**src/rtl/apb_cmd_sequencer.sv**
```systemverilog
// APB command sequencer: buffers commands in a FIFO and issues them one at a time as APB transfers.
// Optional ACCESS-phase timeout abort is compiled in when APB_SEQ_TIMEOUT_EN is defined.
module apb_cmd_sequencer #(
  parameter int AW     = 32,
  parameter int DW     = 32,
  parameter int DEPTH  = 4,
  parameter int TO_CYC = 16
) (
  input  logic          pclk,
  input  logic          preset_n,
  input  logic          cmd_valid,
  output logic          cmd_ready,
  input  logic          cmd_write,
  input  logic [AW-1:0] cmd_addr,
  input  logic [DW-1:0] cmd_wdata,
  output logic          rsp_valid,
  input  logic          rsp_ready,
  output logic [DW-1:0] rsp_rdata,
  output logic          rsp_err,
  output logic          m_psel,
  output logic          m_penable,
  output logic          m_pwrite,
  output logic [AW-1:0] m_paddr,
  output logic [DW-1:0] m_pwdata,
  input  logic          m_pready,
  input  logic          m_pslverr,
  input  logic [DW-1:0] m_prdata,
  output logic          busy,
  output logic          to_evt
);

  localparam int PW = $clog2(DEPTH);

  typedef enum logic [1:0] {IDLE, SETUP, ACCESS} state_t;

  typedef struct packed {
    logic          write;
    logic [AW-1:0] addr;
    logic [DW-1:0] wdata;
  } cmd_t;

  state_t      state;
  cmd_t        mem [DEPTH];
  cmd_t        head;
  logic [PW:0] wr_ptr;
  logic [PW:0] rd_ptr;
  logic        empty;
  logic        full;
  logic        push;
  logic        pop;
  logic        issue;
  logic        to_hit;

  // Pointers carry one extra wrap bit so full and empty are distinguishable.
  assign empty     = (wr_ptr == rd_ptr);
  assign full      = (wr_ptr[PW] != rd_ptr[PW]) && (wr_ptr[PW-1:0] == rd_ptr[PW-1:0]);
  assign cmd_ready = !full;
  assign push      = cmd_valid && !full;
  assign head      = mem[rd_ptr[PW-1:0]];
  assign issue     = (state == IDLE) && !empty && (!rsp_valid || rsp_ready);
  assign pop       = (state == ACCESS) && (m_pready || to_hit);
  assign busy      = !empty || (state != IDLE);

  // NOTE: the payload array is deliberately not reset; the pointers alone define which entries are valid.
  always_ff @(posedge pclk) begin
    if (push) mem[wr_ptr[PW-1:0]] <= cmd_t'{write: cmd_write, addr: cmd_addr, wdata: cmd_wdata};
  end

  // NOTE: sequential state uses non-blocking assignments so every register sees pre-edge values.
  always_ff @(posedge pclk or negedge preset_n) begin
    if (!preset_n) begin
      wr_ptr <= '0;
      rd_ptr <= '0;
    end else begin
      if (push) wr_ptr <= wr_ptr + 1'b1;
      if (pop)  rd_ptr <= rd_ptr + 1'b1;
    end
  end

`ifdef APB_SEQ_TIMEOUT_EN
  localparam int CW = (TO_CYC > 2) ? $clog2(TO_CYC) : 1;
  logic [CW-1:0] to_cnt;

  // The counter holds k-1 during the k-th ACCESS cycle, so the TO_CYC-th stalled cycle aborts.
  assign to_hit = !m_pready && (to_cnt == CW'(TO_CYC - 1));
`else
  logic [31:0] unused_to_cyc;
  assign unused_to_cyc = 32'(TO_CYC);
  assign to_hit        = 1'b0;
  assign to_evt        = 1'b0;
`endif

  always_ff @(posedge pclk or negedge preset_n) begin
    if (!preset_n) begin
      state     <= IDLE;
      m_psel    <= 1'b0;
      m_penable <= 1'b0;
      m_pwrite  <= 1'b0;
      m_paddr   <= '0;
      m_pwdata  <= '0;
      rsp_valid <= 1'b0;
      rsp_rdata <= '0;
      rsp_err   <= 1'b0;
`ifdef APB_SEQ_TIMEOUT_EN
      to_cnt    <= '0;
      to_evt    <= 1'b0;
`endif
    end else begin
`ifdef APB_SEQ_TIMEOUT_EN
      to_evt <= 1'b0;
`endif
      if (rsp_valid && rsp_ready) rsp_valid <= 1'b0;

      case (state)
        IDLE: begin
          if (issue) begin
            state    <= SETUP;
            m_psel   <= 1'b1;
            m_pwrite <= head.write;
            m_paddr  <= head.addr;
            m_pwdata <= head.wdata;
          end
        end
        SETUP: begin
          state     <= ACCESS;
          m_penable <= 1'b1;
`ifdef APB_SEQ_TIMEOUT_EN
          to_cnt    <= '0;
`endif
        end
        ACCESS: begin
          if (m_pready) begin
            state     <= IDLE;
            m_psel    <= 1'b0;
            m_penable <= 1'b0;
            rsp_valid <= 1'b1;
            rsp_err   <= m_pslverr;
            rsp_rdata <= m_pwrite ? '0 : m_prdata;
          end
`ifdef APB_SEQ_TIMEOUT_EN
          else if (to_hit) begin
            state     <= IDLE;
            m_psel    <= 1'b0;
            m_penable <= 1'b0;
            rsp_valid <= 1'b1;
            rsp_err   <= 1'b1;
            rsp_rdata <= '0;
            to_evt    <= 1'b1;
          end else begin
            to_cnt <= to_cnt + 1'b1;
          end
`endif
        end
        default: state <= IDLE;
      endcase
    end
  end

endmodule

```
**config.mk**
```make
export PLATFORM = sky130hd
export DESIGN_NAME = apb_cmd_sequencer
export DESIGN_NICKNAME = d
export VERILOG_FILES = /design/src/rtl/apb_cmd_sequencer.sv
export SDC_FILE = /design/constraint.sdc
export NUM_CORES = 1
export LEC_CHECK = 0
export ABC_AREA = 1
export CORE_ASPECT_RATIO = 0.5
export CORE_MARGIN = 2
export CORE_UTILIZATION = 40
export DETAILED_ROUTE_END_ITERATION = 10
export PLACE_DENSITY = 0.63
export SYNTH_ARGS = -nofsm -noshare
export SYNTH_HDL_FRONTEND = slang
export SYNTH_SLANG_ARGS = --single-unit
```
**constraint.sdc**
```tcl
create_clock -name pclk -period 9.95 [get_ports pclk]
set_clock_uncertainty 0.15 [all_clocks]
set_input_delay 2.4875 -clock pclk [delete_from_list [all_inputs] [get_ports pclk]]
set_output_delay 2.4875 -clock pclk [all_outputs]
set_load 0.01 [all_outputs]
```
# Yosys cells after proc, flatten, opt, wreduce, memory -nomap -nowiden
# Memory sizes are Yosys's and may differ from the RTL's. A register that Yosys moved wholly into a read port is not among the register bits.
# Cells that the tools add are included.
# W data, S select, Z words.
totals:
  register_bits: 44
  mem_bits_rw: 260
  input_bits: 103
  out_inout_bits: 104
  wordCells: 52
  memories: 1
op_classes:
  addsub: 2
  n_eq_ne: 7
  mux: 13
  reduce_logical: 21
memory_table:
  columns: ["name", "depth", "word_bits", "read_ports", "rd_clocked_by_memory_dff", "write_ports", "line_no", "text"]
  rows:
  - ["mem", 4, 65, 1, 1, 1, "43", "cmd_t mem [DEPTH];"]
op_table:
  columns: ["op", "n"]
  rows:
  - ["$mux W32", 1]
  - ["$reduce_and A2 Y1", 4]
  - ["$mux W1", 7]
  - ["$add A3 B1 Y3 const B", 2]
  - ["$logic_and A1 B1 Y1", 6]
  - ["$pmux W2 S3", 1]
  - ["$reduce_bool A2 Y1", 3]
  - ["$logic_not A1 Y1", 4]
  - ["$mux W2", 2]
  - ["$ne A2 B2 Y1 const B", 2]
  - ["$pmux W1 S2", 2]
  - ["$eq A3 B3 Y1", 1]
  - ["$reduce_and A3 Y1", 1]
  - ["$eq A2 B1 Y1 const B", 1]
  - ["$eq A2 B2 Y1", 1]
  - ["$eq A2 B2 Y1 const B", 1]
  - ["$logic_not A2 Y1", 1]
  - ["$logic_or A1 B1 Y1", 2]
  - ["$ne A1 B1 Y1", 1]

# Depth between registers and ports, before layout
depth:
  word_depth: 6
  depth_mapped: 10
  depth_no_buf: 7

# Worst setup path after synthesis
# OpenSTA, ideal clock, no wires.
synth_path:
  kind: "input -> register"
  start: "input port cmd_valid"
  end: "memory mem[0][0] (netlist bit) (enable)"
  setup_ns: 0.489
  t_arrival_ns: 5.357
  t_required_ns: 9.311
  setup_slack_ns: 3.954
  cell_stages: 2
  n_path_buf: 0
  path_cell_list: "nand2_1 nor2_1"
synth_via:
  elab_chain_cells: 3
synth_rtl:
  columns: ["element", "line_no", "text"]
  rows:
  - ["start: declaration", "11", "input logic cmd_valid,"]
  - ["$logic_and A1 B1 Y1", "58", "assign push = cmd_valid && !full;"]
  - ["$mux W1", "66", "if (push) mem[wr_ptr[PW-1:0]] <= cmd_t'{write: cmd_write, addr: cmd_addr, wdata: cmd_wdata};"]
  - ["$mux W1 (not written as such)", "66", null]
  - ["end: declaration", "43", null]
# Every way passes these cells.

# Final worst setup path
layout_path:
  start: "register rd_ptr[0]"
  end: "output port busy"
layout_via:
  elab_chain_cells: 3
layout_rtl:
  columns: ["element", "line_no", "text"]
  rows:
  - ["start: declaration", "46", "logic [PW:0] rd_ptr;"]
  - ["start signal: assignment", "76", "if (pop) rd_ptr <= rd_ptr + 1'b1;"]
  - ["$eq A3 B3 Y1", "55", "assign empty = (wr_ptr == rd_ptr);"]
  - ["$logic_not A1 Y1", "62", "assign busy = !empty || (state != IDLE);"]
  - ["$logic_or A1 B1 Y1", "62", null]
  - ["end: declaration", "28", "output logic busy,"]
# Every way passes these cells.

==> key figures <==
Cells and area
  • # diodes: 0
  • Area Growth Syn to Fin: 23.5%
  • Count of nets after finishing: approximately 1800
  • Share of cells above drive strength 1: ~4.3%
  • Non-filler instance count after layout: roughly 2200

Floorplanning
  • Die area: about 40000 um2
  • Ports: around 210
  • Initial Util: approximately 41%
  • Std cell rows: 50
  • Die Ht: between 100 and 150 um
  • Core Box Area: approximately 38000 um2
  • Die X-Extent: approximately 280 um

Global route
  • Vias in the first global route: slightly below 10000
  • Gr usage total: between 15 and 20%
  • Initial antenna violation count: 0
  • Largest net degree at the start of global routing: between 100 and 150
  • GRT overflow: 0
  • Wire length of the first global-routing pass: about 53000 um

Power and ir drop
  • Int Power: approximately 0.0037 W
  • Clock power share: between 20% and 30%
  • Reg power frac: 39.7%
  • Switching Fraction: between 30% and 40%
  • Net Switching: roughly 0.0021 W
  • Comb power frac: between 30% and 40%
  • VDD IR max: between 0.0002 and 0.00025 V
  • Power density cells: 307 nW/um2
  • Final Power: slightly below 0.006 W
  • Leakage: between 8 and 9 nW

Clocking
  • CTS root buffer: clkbuf_16
  • Maximum root-to-sink buffer count: 3
  • Htree depth: 2
  • CTS clock-pin slew for the worst setup and hold paths: 60 ps
  • Cts repair resizes: 0
  • CTS buffer count: 35
  • CTS sink cnt: about 370
  • Clk Latency, worst-skew pair: 510 ps
  • CTS Hold Bufs: 0
  • Postcts setup bufs: 0
  • CTS tree: yes

Synthesis
  • Sequential share of the synthesized area: 68.8%
  • Syn nets: between 1500 and 2000
  • Largest family of logic cells by synthesized area: simple AND/OR/NAND/NOR gates
  • Post-synth top area share: roughly half
  • Yosys Warn Count: 0
  • Post-synth EDFFs: 260
  • Synth Flop Type: edfxtp_1
  • Synth area leader: edfxtp_1
  • Most frequent cell after synthesis: nand2_1
  • Mapped Cells: 1521
  • Compound-gate portion of the synthesized area: around 1.1%
  • Synth Cell Area: 15300 um2
  • Mux cell area share after synthesis: 0%
  • Xor and xnor fraction of the mapped netlist area: 0.229%
  • Simple logic cell fraction of the synthesized area: 20.2%
  • Post-synthesis adder-cell area fraction: less than 1%
  • Yosys reg bits: about 370
  • Dominant cells by area after synthesis: edfxtp_1 (51%), dfrtp_1 (18%), nand2_1 (13%)
  • Synthesized area per cell: 10.1 um2
  • Synth cell types: 20
  • Post-synth top cells: nand2_1 (547), inv_1 (273), edfxtp_1 (260), nand3_1 (200), dfrtp_1 (109)
  • Ys async rst share: roughly 30%

Drt
  • DRT Wirelength: 33900 um
  • DRT iter0 DRCs: between 600 and 700
  • Via density per instance: 4.53
  • First-pass DRT Iterations: 5
  • Vias post-DR: ~10000
  • Routed length per instance: roughly 15 um
  • Antenna viol nets, final: 0
  • Drt drc: 0

Setup path
  • Worst path cell trace: inv_4, nand2_1, nand2_1, nand3_2, buf_4, or2_1, clkdlybuf4s50_1
  • Crit end category: output port
  • RR Endpoint: mem[0][23]$_DFFE_PP_
  • Max stage delay on crit path: between 600 and 700 ps
  • R2R setup slack: 6110 ps
  • CP Class: reg -> out
  • Crit Path Max Fanout: 79
  • Worst Reg2Reg Path Length in Cells: 6
  • CP arrival: about 3400 ps
  • Critical Path Most Common Cell: nand2_1
  • Max stage delay cell, worst path: inv_4
  • WP data required: about 7300 ps
  • Worst setup SP type: flip-flop
  • Worst r2r src: rd_ptr[1]$_DFFE_PN0P_

Timing
  • Worst slew margin: 19.8%
  • RSZ-0062 raised after global routing: false
  • Fin. Hold Viols: 0
  • Maximum clock rate: 167 MHz
  • Hold slack: approximately 320 ps
  • Sum Neg Setup Slack: 0 ps
  • Setup Viol. Count Final: 0
  • Fin crit period: ~6000 ps
  • Worst slew pin tran: between 1000 and 1500 ps
  • Fin crit share: 60.2%
  • Pins Over Slew Limit: 0

Placement
  • Port bufs: around 200
  • Post-DP HPWL: roughly 19000 um
  • Dpl cells: 2184
  • Gpl congestion: slightly above 0.7

Worst hold path
  • Hold endpoint: m_pwdata[3]$_DFFE_PN0P_
  • Hold Path Class: reg -> reg
  • Hold_sp: m_pwdata[3]$_DFFE_PN0P_
  • Hold Path Depth: 2

Flow run
  • Max Cap Violations: 0

Status
  • Outcome: finished, final reports clean
## cell families (layout without fill, tap and decap cells)
family,count (synthesis),count (layout)
simple gates,756,756
flops,369,369
buf+inv,351,555
compound gates,35,35
fa+ha+maj,5,5
xor+xnor,4,4
other cells,1,1
## area by class of cell
class                      count  area (um2)
inverter                     276        1040
sequential                   369       10500
clock inverter                11         159
fill                        3347       18700
clock buffer                  50         962
tap                          520         651
timing repair buffer         218        2150
multi-input combinational    801        3420
## worst max path at each step
| stage | startpoint | to | slack (ps) | cells past startpoint |
|---|---|---|---|---|
| after floorplan | cmd_valid | mem[0][0]$_DFFE_PP_ | 3950 | 2 |
| after global placement | rd_ptr[0]$_DFFE_PN0P_ | busy | 4440 | 7 |
| after detailed placement | rd_ptr[0]$_DFFE_PN0P_ | busy | 4430 | 7 |
| after CTS | rd_ptr[0]$_DFFE_PN0P_ | busy | 3860 | 7 |
| after global routing | rd_ptr[0]$_DFFE_PN0P_ | busy | 3690 | 7 |
| final | rd_ptr[0]$_DFFE_PN0P_ | busy | 3960 | 7 |
## placed cells by master (no fill, tap or decap), drive strengths merged, types with 5 or more instances in the layout
master	n
nand2	548
clkdlybuf4s50	204
nand3	201
ha	5
inv	276
edfxtp	260
dfrtp	109
clkinv	6
nor2	6
clkbuf	50
buf	14
o21ai	35
## flip-flops by register name (all words and copies together) (netlist names)
name       flops
m_paddr       32
m_penable      1
m_psel         1
m_pwdata      32
m_pwrite       1
mem          260
rd_ptr         3
rsp_err        1
rsp_rdata     32
rsp_valid      1
state          2
wr_ptr         3
## metrics by stage
stage                     area [um2]  util, %  setup slack [ps]
after global routing           18900     50.3              3690
after floorplan                15300        -              3950
final                          18900     50.3              3960
after CTS                      18900     50.3              3860
after detailed placement       17800     47.3              4430
after global placement         17800     47.3              4440
## critical path, delay by kind of cell, from the launching register on
family / cells / cell delay, ps
AND/OR/NAND/NOR: 4 / 620
buffers and inverters: 3 / 1570
flip-flops: 1 / 640
## power groups by stage
stage,registers [W],clock network (W),logic [W]
6_report,0.00231,0.00134,0.00217
5_1_grt,0.00236,0.00143,0.00245
4_1_cts,0.00231,0.00137,0.00222
3_5_place_dp,0.00234,0,0.00221
3_3_place_gp,0.00233,0,0.00217
2_1_floorplan,0.00241,0,0.00125
## routing by layer
layer,vias to the layer above,wire length [um],track usage [%]
met2,197,17400,31.0
met3,37,1630,3.14
met5,-,0,0
li1,5119,-,-
met1,4823,14500,21.6
met4,0,412,3.35
Power figures use the tool's default switching activity.
